[src/rtl/matrix_bram_writer_if.sv]
// Element stream in, BRAM write port out, as seen by matrix_bram_writer.
// master = writer side, slave = stream source / BRAM side.
interface matrix_bram_writer_if #(
  parameter int ADDR_WIDTH = 14
);
  logic [31:0]           elem_data;
  logic                  elem_valid;
  logic                  elem_ready;
  logic                  bram_wr_en;
  logic [ADDR_WIDTH-1:0] bram_addr;
  logic [31:0]           bram_din;

  modport master (
    input  elem_data, elem_valid,
    output elem_ready, bram_wr_en, bram_addr, bram_din
  );

  modport slave (
    output elem_data, elem_valid,
    input  elem_ready, bram_wr_en, bram_addr, bram_din
  );
endinterface

[src/rtl/matrix_bram_writer.sv]
// Writes one matrix (header, two reserved words, row-major elements)
// into its BRAM slot; an abort invalidates the slot header.
module matrix_bram_writer #(
  parameter int BLOCK_SIZE   = 1152,
  parameter int ADDR_WIDTH   = 14,
  parameter int NUM_MATRICES = 8,
  parameter int MAX_DIM      = 32
) (
  input  logic                 clk,
  input  logic                 rst_n,
  input  logic                 start,
  input  logic [2:0]           matrix_id,
  input  logic [7:0]           rows,
  input  logic [7:0]           cols,
  input  logic                 abort,
  matrix_bram_writer_if.master bus,
  output logic                 busy,
  output logic                 done,
  output logic                 error
);

  localparam int AW = ADDR_WIDTH;
  localparam logic [AW-1:0] BLK = AW'(BLOCK_SIZE);

  if (NUM_MATRICES * BLOCK_SIZE > 2 ** ADDR_WIDTH) begin : g_bad_slots
    $error("matrix slots exceed BRAM address space");
  end
  if (MAX_DIM * MAX_DIM + 3 > BLOCK_SIZE) begin : g_bad_dim
    $error("MAX_DIM matrix does not fit in one slot");
  end

  typedef enum logic [3:0] {
    S_IDLE,
    S_CHECK,
    S_HDR,
    S_RSV1,
    S_RSV2,
    S_DATA,
    S_FIN,
    S_INVAL,
    S_ERR
  } state_t;

  state_t        state;
  state_t        state_nx;
  logic [2:0]    id_q;
  logic [7:0]    rows_q;
  logic [7:0]    cols_q;
  logic [AW-1:0] base;
  logic [AW-1:0] total;
  logic [AW-1:0] idx;
  logic          dims_bad;
  logic          fire;
  logic          last;

  assign bus.elem_ready = (state == S_DATA) && !abort;
  assign fire = bus.elem_valid && bus.elem_ready;
  assign last = (idx == total - AW'(1));

  assign dims_bad = (rows_q == 8'd0) || (cols_q == 8'd0) ||
                    (int'(rows_q) > MAX_DIM) ||
                    (int'(cols_q) > MAX_DIM) ||
                    (int'(id_q) >= NUM_MATRICES);

  always_ff @(posedge clk or negedge rst_n) begin
    if (!rst_n) state <= S_IDLE;
    else        state <= state_nx;
  end

  always_comb begin
    state_nx = state;
    unique case (state)
      S_IDLE:  if (start) state_nx = S_CHECK;
      S_CHECK: state_nx = dims_bad ? S_ERR : S_HDR;
      S_HDR:   state_nx = abort ? S_INVAL : S_RSV1;
      S_RSV1:  state_nx = abort ? S_INVAL : S_RSV2;
      S_RSV2:  state_nx = abort ? S_INVAL : S_DATA;
      S_DATA: begin
        if (abort)             state_nx = S_INVAL;
        else if (fire && last) state_nx = S_FIN;
      end
      S_FIN:   state_nx = S_IDLE;
      S_INVAL: state_nx = S_ERR;
      S_ERR:   state_nx = S_IDLE;
      default: state_nx = S_IDLE;
    endcase
  end

  always_ff @(posedge clk or negedge rst_n) begin
    if (!rst_n) begin
      id_q           <= '0;
      rows_q         <= '0;
      cols_q         <= '0;
      base           <= '0;
      total          <= '0;
      idx            <= '0;
      busy           <= 1'b0;
      done           <= 1'b0;
      error          <= 1'b0;
      bus.bram_wr_en <= 1'b0;
      bus.bram_addr  <= '0;
      bus.bram_din   <= '0;
    end else begin
      bus.bram_wr_en <= 1'b0;
      done           <= 1'b0;
      error          <= 1'b0;
      unique case (state)
        S_IDLE: begin
          if (start) begin
            id_q   <= matrix_id;
            rows_q <= rows;
            cols_q <= cols;
            idx    <= '0;
            busy   <= 1'b1;
          end
        end
        S_CHECK: begin
          base  <= AW'(id_q) * BLK;
          total <= AW'(rows_q) * AW'(cols_q);
        end
        S_HDR: begin
          bus.bram_wr_en <= 1'b1;
          bus.bram_addr  <= base;
          bus.bram_din   <= {rows_q, cols_q, 16'd0};
        end
        S_RSV1: begin
          bus.bram_wr_en <= 1'b1;
          bus.bram_addr  <= base + AW'(1);
          bus.bram_din   <= '0;
        end
        S_RSV2: begin
          bus.bram_wr_en <= 1'b1;
          bus.bram_addr  <= base + AW'(2);
          bus.bram_din   <= '0;
        end
        S_DATA: begin
          // Address tracks the element index, so stream gaps leave no holes.
          if (fire) begin
            bus.bram_wr_en <= 1'b1;
            bus.bram_addr  <= base + AW'(3) + idx;
            bus.bram_din   <= bus.elem_data;
            idx            <= idx + AW'(1);
          end
        end
        S_FIN: begin
          done <= 1'b1;
          busy <= 1'b0;
        end
        S_INVAL: begin
          bus.bram_wr_en <= 1'b1;
          bus.bram_addr  <= base;
          bus.bram_din   <= '0;
        end
        S_ERR: begin
          error <= 1'b1;
          busy  <= 1'b0;
        end
        default: ;
      endcase
    end
  end

endmodule
[src/flat_wrapper.sv]
// flat-port wrapper written by rule: the top's interface ports become plain ports
module matrix_bram_writer_flat 
#(
  parameter int BLOCK_SIZE   = 1152,
  parameter int ADDR_WIDTH   = 14,
  parameter int NUM_MATRICES = 8,
  parameter int MAX_DIM      = 32
)
  (clk, rst_n, start, matrix_id, rows, cols, abort, busy, done, error, bus_elem_data, bus_elem_valid, bus_elem_ready, bus_bram_wr_en, bus_bram_addr, bus_bram_din);
  matrix_bram_writer_if #(.ADDR_WIDTH(ADDR_WIDTH)) bus_i ();
  input  logic clk;
  input  logic rst_n;
  input  logic start;
  input  logic [2:0] matrix_id;
  input  logic [7:0] rows;
  input  logic [7:0] cols;
  input  logic abort;
  output logic busy;
  output logic done;
  output logic error;
  input wire logic [$bits(bus_i.elem_data)-1:0] bus_elem_data;
  input wire logic [$bits(bus_i.elem_valid)-1:0] bus_elem_valid;
  output wire logic [$bits(bus_i.elem_ready)-1:0] bus_elem_ready;
  output wire logic [$bits(bus_i.bram_wr_en)-1:0] bus_bram_wr_en;
  output wire logic [$bits(bus_i.bram_addr)-1:0] bus_bram_addr;
  output wire logic [$bits(bus_i.bram_din)-1:0] bus_bram_din;
  assign bus_i.elem_data = bus_elem_data;
  assign bus_i.elem_valid = bus_elem_valid;
  assign bus_elem_ready = bus_i.elem_ready;
  assign bus_bram_wr_en = bus_i.bram_wr_en;
  assign bus_bram_addr = bus_i.bram_addr;
  assign bus_bram_din = bus_i.bram_din;
  matrix_bram_writer #(.BLOCK_SIZE(BLOCK_SIZE), .ADDR_WIDTH(ADDR_WIDTH), .NUM_MATRICES(NUM_MATRICES), .MAX_DIM(MAX_DIM)) u_core (.clk(clk), .rst_n(rst_n), .start(start), .matrix_id(matrix_id), .rows(rows), .cols(cols), .abort(abort), .bus(bus_i), .busy(busy), .done(done), .error(error));
endmodule
[config.mk]
export PLATFORM = sky130hd
export DESIGN_NAME = matrix_bram_writer_flat
export DESIGN_NICKNAME = d
export VERILOG_FILES = /design/src/rtl/matrix_bram_writer_if.sv /design/src/rtl/matrix_bram_writer.sv /design/src/flat_wrapper.sv
export SDC_FILE = /design/constraint.sdc
export NUM_CORES = 1
export LEC_CHECK = 0
export CAP_MARGIN = 20
export CORE_UTILIZATION = 55
export DETAILED_ROUTE_END_ITERATION = 8
export DONT_BUFFER_PORTS = 1
export HOLD_SLACK_MARGIN = 0.03
export PLACE_DENSITY = 0.73
export REMOVE_ABC_BUFFERS = 1
export SYNTH_ARGS = -nofsm -noshare
export SYNTH_HDL_FRONTEND = slang
export SYNTH_SLANG_ARGS = --single-unit
[constraint.sdc]
create_clock -name clk -period 3.79 [get_ports clk]
set_input_delay 0.758 -clock clk [delete_from_list [all_inputs] [get_ports clk]]
set_output_delay 0.758 -clock clk [all_outputs]
set_load 0.02 [all_outputs]
==> impl_metrics.tcl <==
set metrics [dict create \
    status "finished with violations" \
    violations "negative setup slack" \
    worstMarginPinSlew_ns 0.883 \
    wire_per_inst_um 17.9 \
    gr-max-usage-layer "met2" \
    critPathMaxFanout 5 \
    crit_family "adder cells" \
    synth_cell_types 60 \
    grt_use_met2_pct 47.8 \
    report.final.hold_viol_count 0 \
    vias 5284 \
    io_pins 107 \
    final-max-slew-violation-count 0 \
    start_util_pct 56.1 \
    grt_use_met1_pct 30.0 \
    port_buffers 0 \
    arrival_ns 4.36 \
    grt_max_degree 105 \
    slowest_delay_ns 0.55 \
    end_kind "register" \
    crit_buf_inv 3 \
    ys_top_cells_by_area "dfrtp_1, fa_1, ha_1, xnor2_1, and2_1" \
    cts_made_buffers 9 \
    area_growth_pct 15.0 \
    syn_area_per_cell_um2 9.80 \
    worstPathRequired_ns 4.00 \
    synth-main-ff-cell "dfrtp_1" \
    grt_usage_pct 26.2 \
    wirelength_um 16700 \
    cpMostUsedCell "fa_1" \
    synth_edf_count 0 \
    dr.pass1.iters 5 \
    clkSlewWorstSetupHoldPaths_ns 0.08 \
    final_nets 881 \
    max_cap_violations 0 \
    worstSetupPathType "reg -> reg" \
    synth_top_area_cell "dfrtp_1" \
    synth_cells 720 \
    met3_usage_pct 4.74 \
    critical-path-slowest-cell "fa_1" \
    clock_latency_ns 0.36 \
    hpwl_um 12500 \
    grt_pass1_vias 5495 \
    setup_viol_count_final 7 \
    clock.fmax_mhz 240 \
    cp-start-kind "register" \
    synth_common_cells "dfrtp_1, nor2_1, inv_1, and2_1, nand2_1" \
    rsz0062_at_grt "yes" \
    die_width_um 115 \
    ant_nets 0 \
    fin_skew_ns 0.0112 \
    synth_area_mm2 0.00706 \
    viasPerCell 5.68 \
    hp-class "in -> async" \
    synth_top_area_share_pct 36.9 \
    setup_ws_ns -0.368 \
    fin_crit_ns 4.16 \
    yosys_register_bits 104 \
    synth-seq-area-share_pct 36.9 \
    finalCritPeriodShare_pct 110 \
    drive_above_1_share_pct 21.7 \
    dp.cells 899 \
    max_slew_margin_pct 41.2 \
    fin_cells 930 \
    clockRootBuffer "clkbuf_16" \
    async_reset_ff_share_pct 100 \
    yosysMostFrequentCell "dfrtp_1" \
    crit_path_cell_trace "buf_12, and2_1, fa_2, fa_1, fa_1, inv_1, fa_1, inv_2, ha_4, or3_4, o21a_1, a221o_1, xnor2_1, o21ai_1" \
    gp_congestion 0.867 \
    cts_sinks 104 \
    core-area_mm2 0.0126 \
    drt_iter0_drc 271 \
    rows 41 \
    cts_tree "built" \
    grt_first_pass_wirelength_um 26700 \
    cts_hold_buffers 0 \
    cts_max_level 3 \
    die_h_um 115 \
    antenna_found_initial 1 \
    dp_slack_ns -0.529 \
    overflow 0 \
    synth.yosys.warnings 0 \
    cts_buffer_depth 2 \
    drc_errors 0 \
    dieArea_mm2 0.0133 \
]
-- path summary, 6_finish.rpt --
check	start	to	slack, ns	cells past startpoint
worst max-delay path	u_core.rows_q[2]	u_core.total[13]	-0.37	14
worst min-delay path	rst_n	u_core.bus.bram_addr[5]	0.09	0
worst max register to register	u_core.rows_q[2]	u_core.total[13]	-0.37	14
worst min register to register	u_core.id_q[1]	u_core.id_q[1]	0.51	1
max in group asynchronous	rst_n	u_core.cols_q[2]	3.53	0
min in group clk	u_core.id_q[1]	u_core.id_q[1]	0.51	1
-- flip-flops by register name (all words and copies together), names as in the netlist, 3 cells and up --
register and cells:
u_core.total 14, u_core.rows_q 8, u_core.bus.bram_din 32, u_core.bus.bram_addr 14, u_core.cols_q 8, u_core.idx 14
u_core.state 4, u_core.base 3, u_core.id_q 3
-- routing by layer --
layer  vias to the layer above  routed length (um)
met4                         0                 562
met3                        45                 645
met1                      2601                6630
li1                       2487                   -
met2                       151                8820
met5                         -                   0
-- placed cells by master (no fill, tap or decap), types with 4 or more instances in the layout --
cell type / n
dfrtp_1: 98
nor2_1: 66
buf_4: 59
inv_1: 54
nand2_1: 50
and2_1: 46
xnor2_1: 37
ha_1: 33
fa_1: 30
mux2_2: 25
o21ai_0: 22
xor2_1: 20
a221oi_1: 16
a22o_1: 16
a21oi_1: 13
nand3_1: 9
clkbuf_16: 9
a31oi_1: 7
nor3_1: 7
nand4_1: 7
and2_4: 6
inv_2: 6
o21ai_1: 6
dfrtp_2: 6
nand2b_1: 5
nor2b_1: 5
a21o_1: 5
o211ai_1: 5
fa_2: 5
buf_6: 5
and3_1: 4
nor4_1: 4
-- area by class of cell --
cell class	count	area [um2]
antenna	1	2.50
fill	1005	4450
sequential	104	2610
clock inverter	7	76.3
clock buffer	9	225
tap	172	215
timing repair buffer	65	519
multi-input combinational	512	4240
inverter	60	225
-- through the flow --
stage                     hold WS [ns]  cell area, um2  TNS [ns]  util (%)
after floorplan                  0.462            6870     -1.18         -
after global placement           0.465            7480     -1.94      59.5
after detailed placement         0.465            7480     -2.49      59.5
after CTS                       0.0851            8020     -1.27      63.8
after global routing            0.0804            8120     -2.50      64.6
final                           0.0895            8120     -1.55      64.6
-- repair_timing --
| item | CTS | global route |
|---|---|---|
| setup buffers | 13 | 3 |
| resized for setup | 46 | 17 |
| pin swaps | 37 | 22 |
| endpoints found under the setup margin | 7 | 8 |
-- logic make-up (layout without fill, tap and decap cells) --
family / after synthesis / in the layout / share of synthesized area (%)
AND/OR/NAND/NOR: 238 / 238 / 17.7
AO/OA/AOI/OAI: 116 / 116 / 11.4
flip-flops: 104 / 104 / 36.9
buffers and inverters: 104 / 141 / 5.82
adder cells (fa/ha/maj): 73 / 73 / 16.7
XOR/XNOR: 58 / 58 / 7.20
multiplexers: 27 / 27 / 4.34
other: 0 / 1 / 0
Power is not shown: default switching activity piles up to over one toggle a cycle in this logic, so the estimate is an artifact.
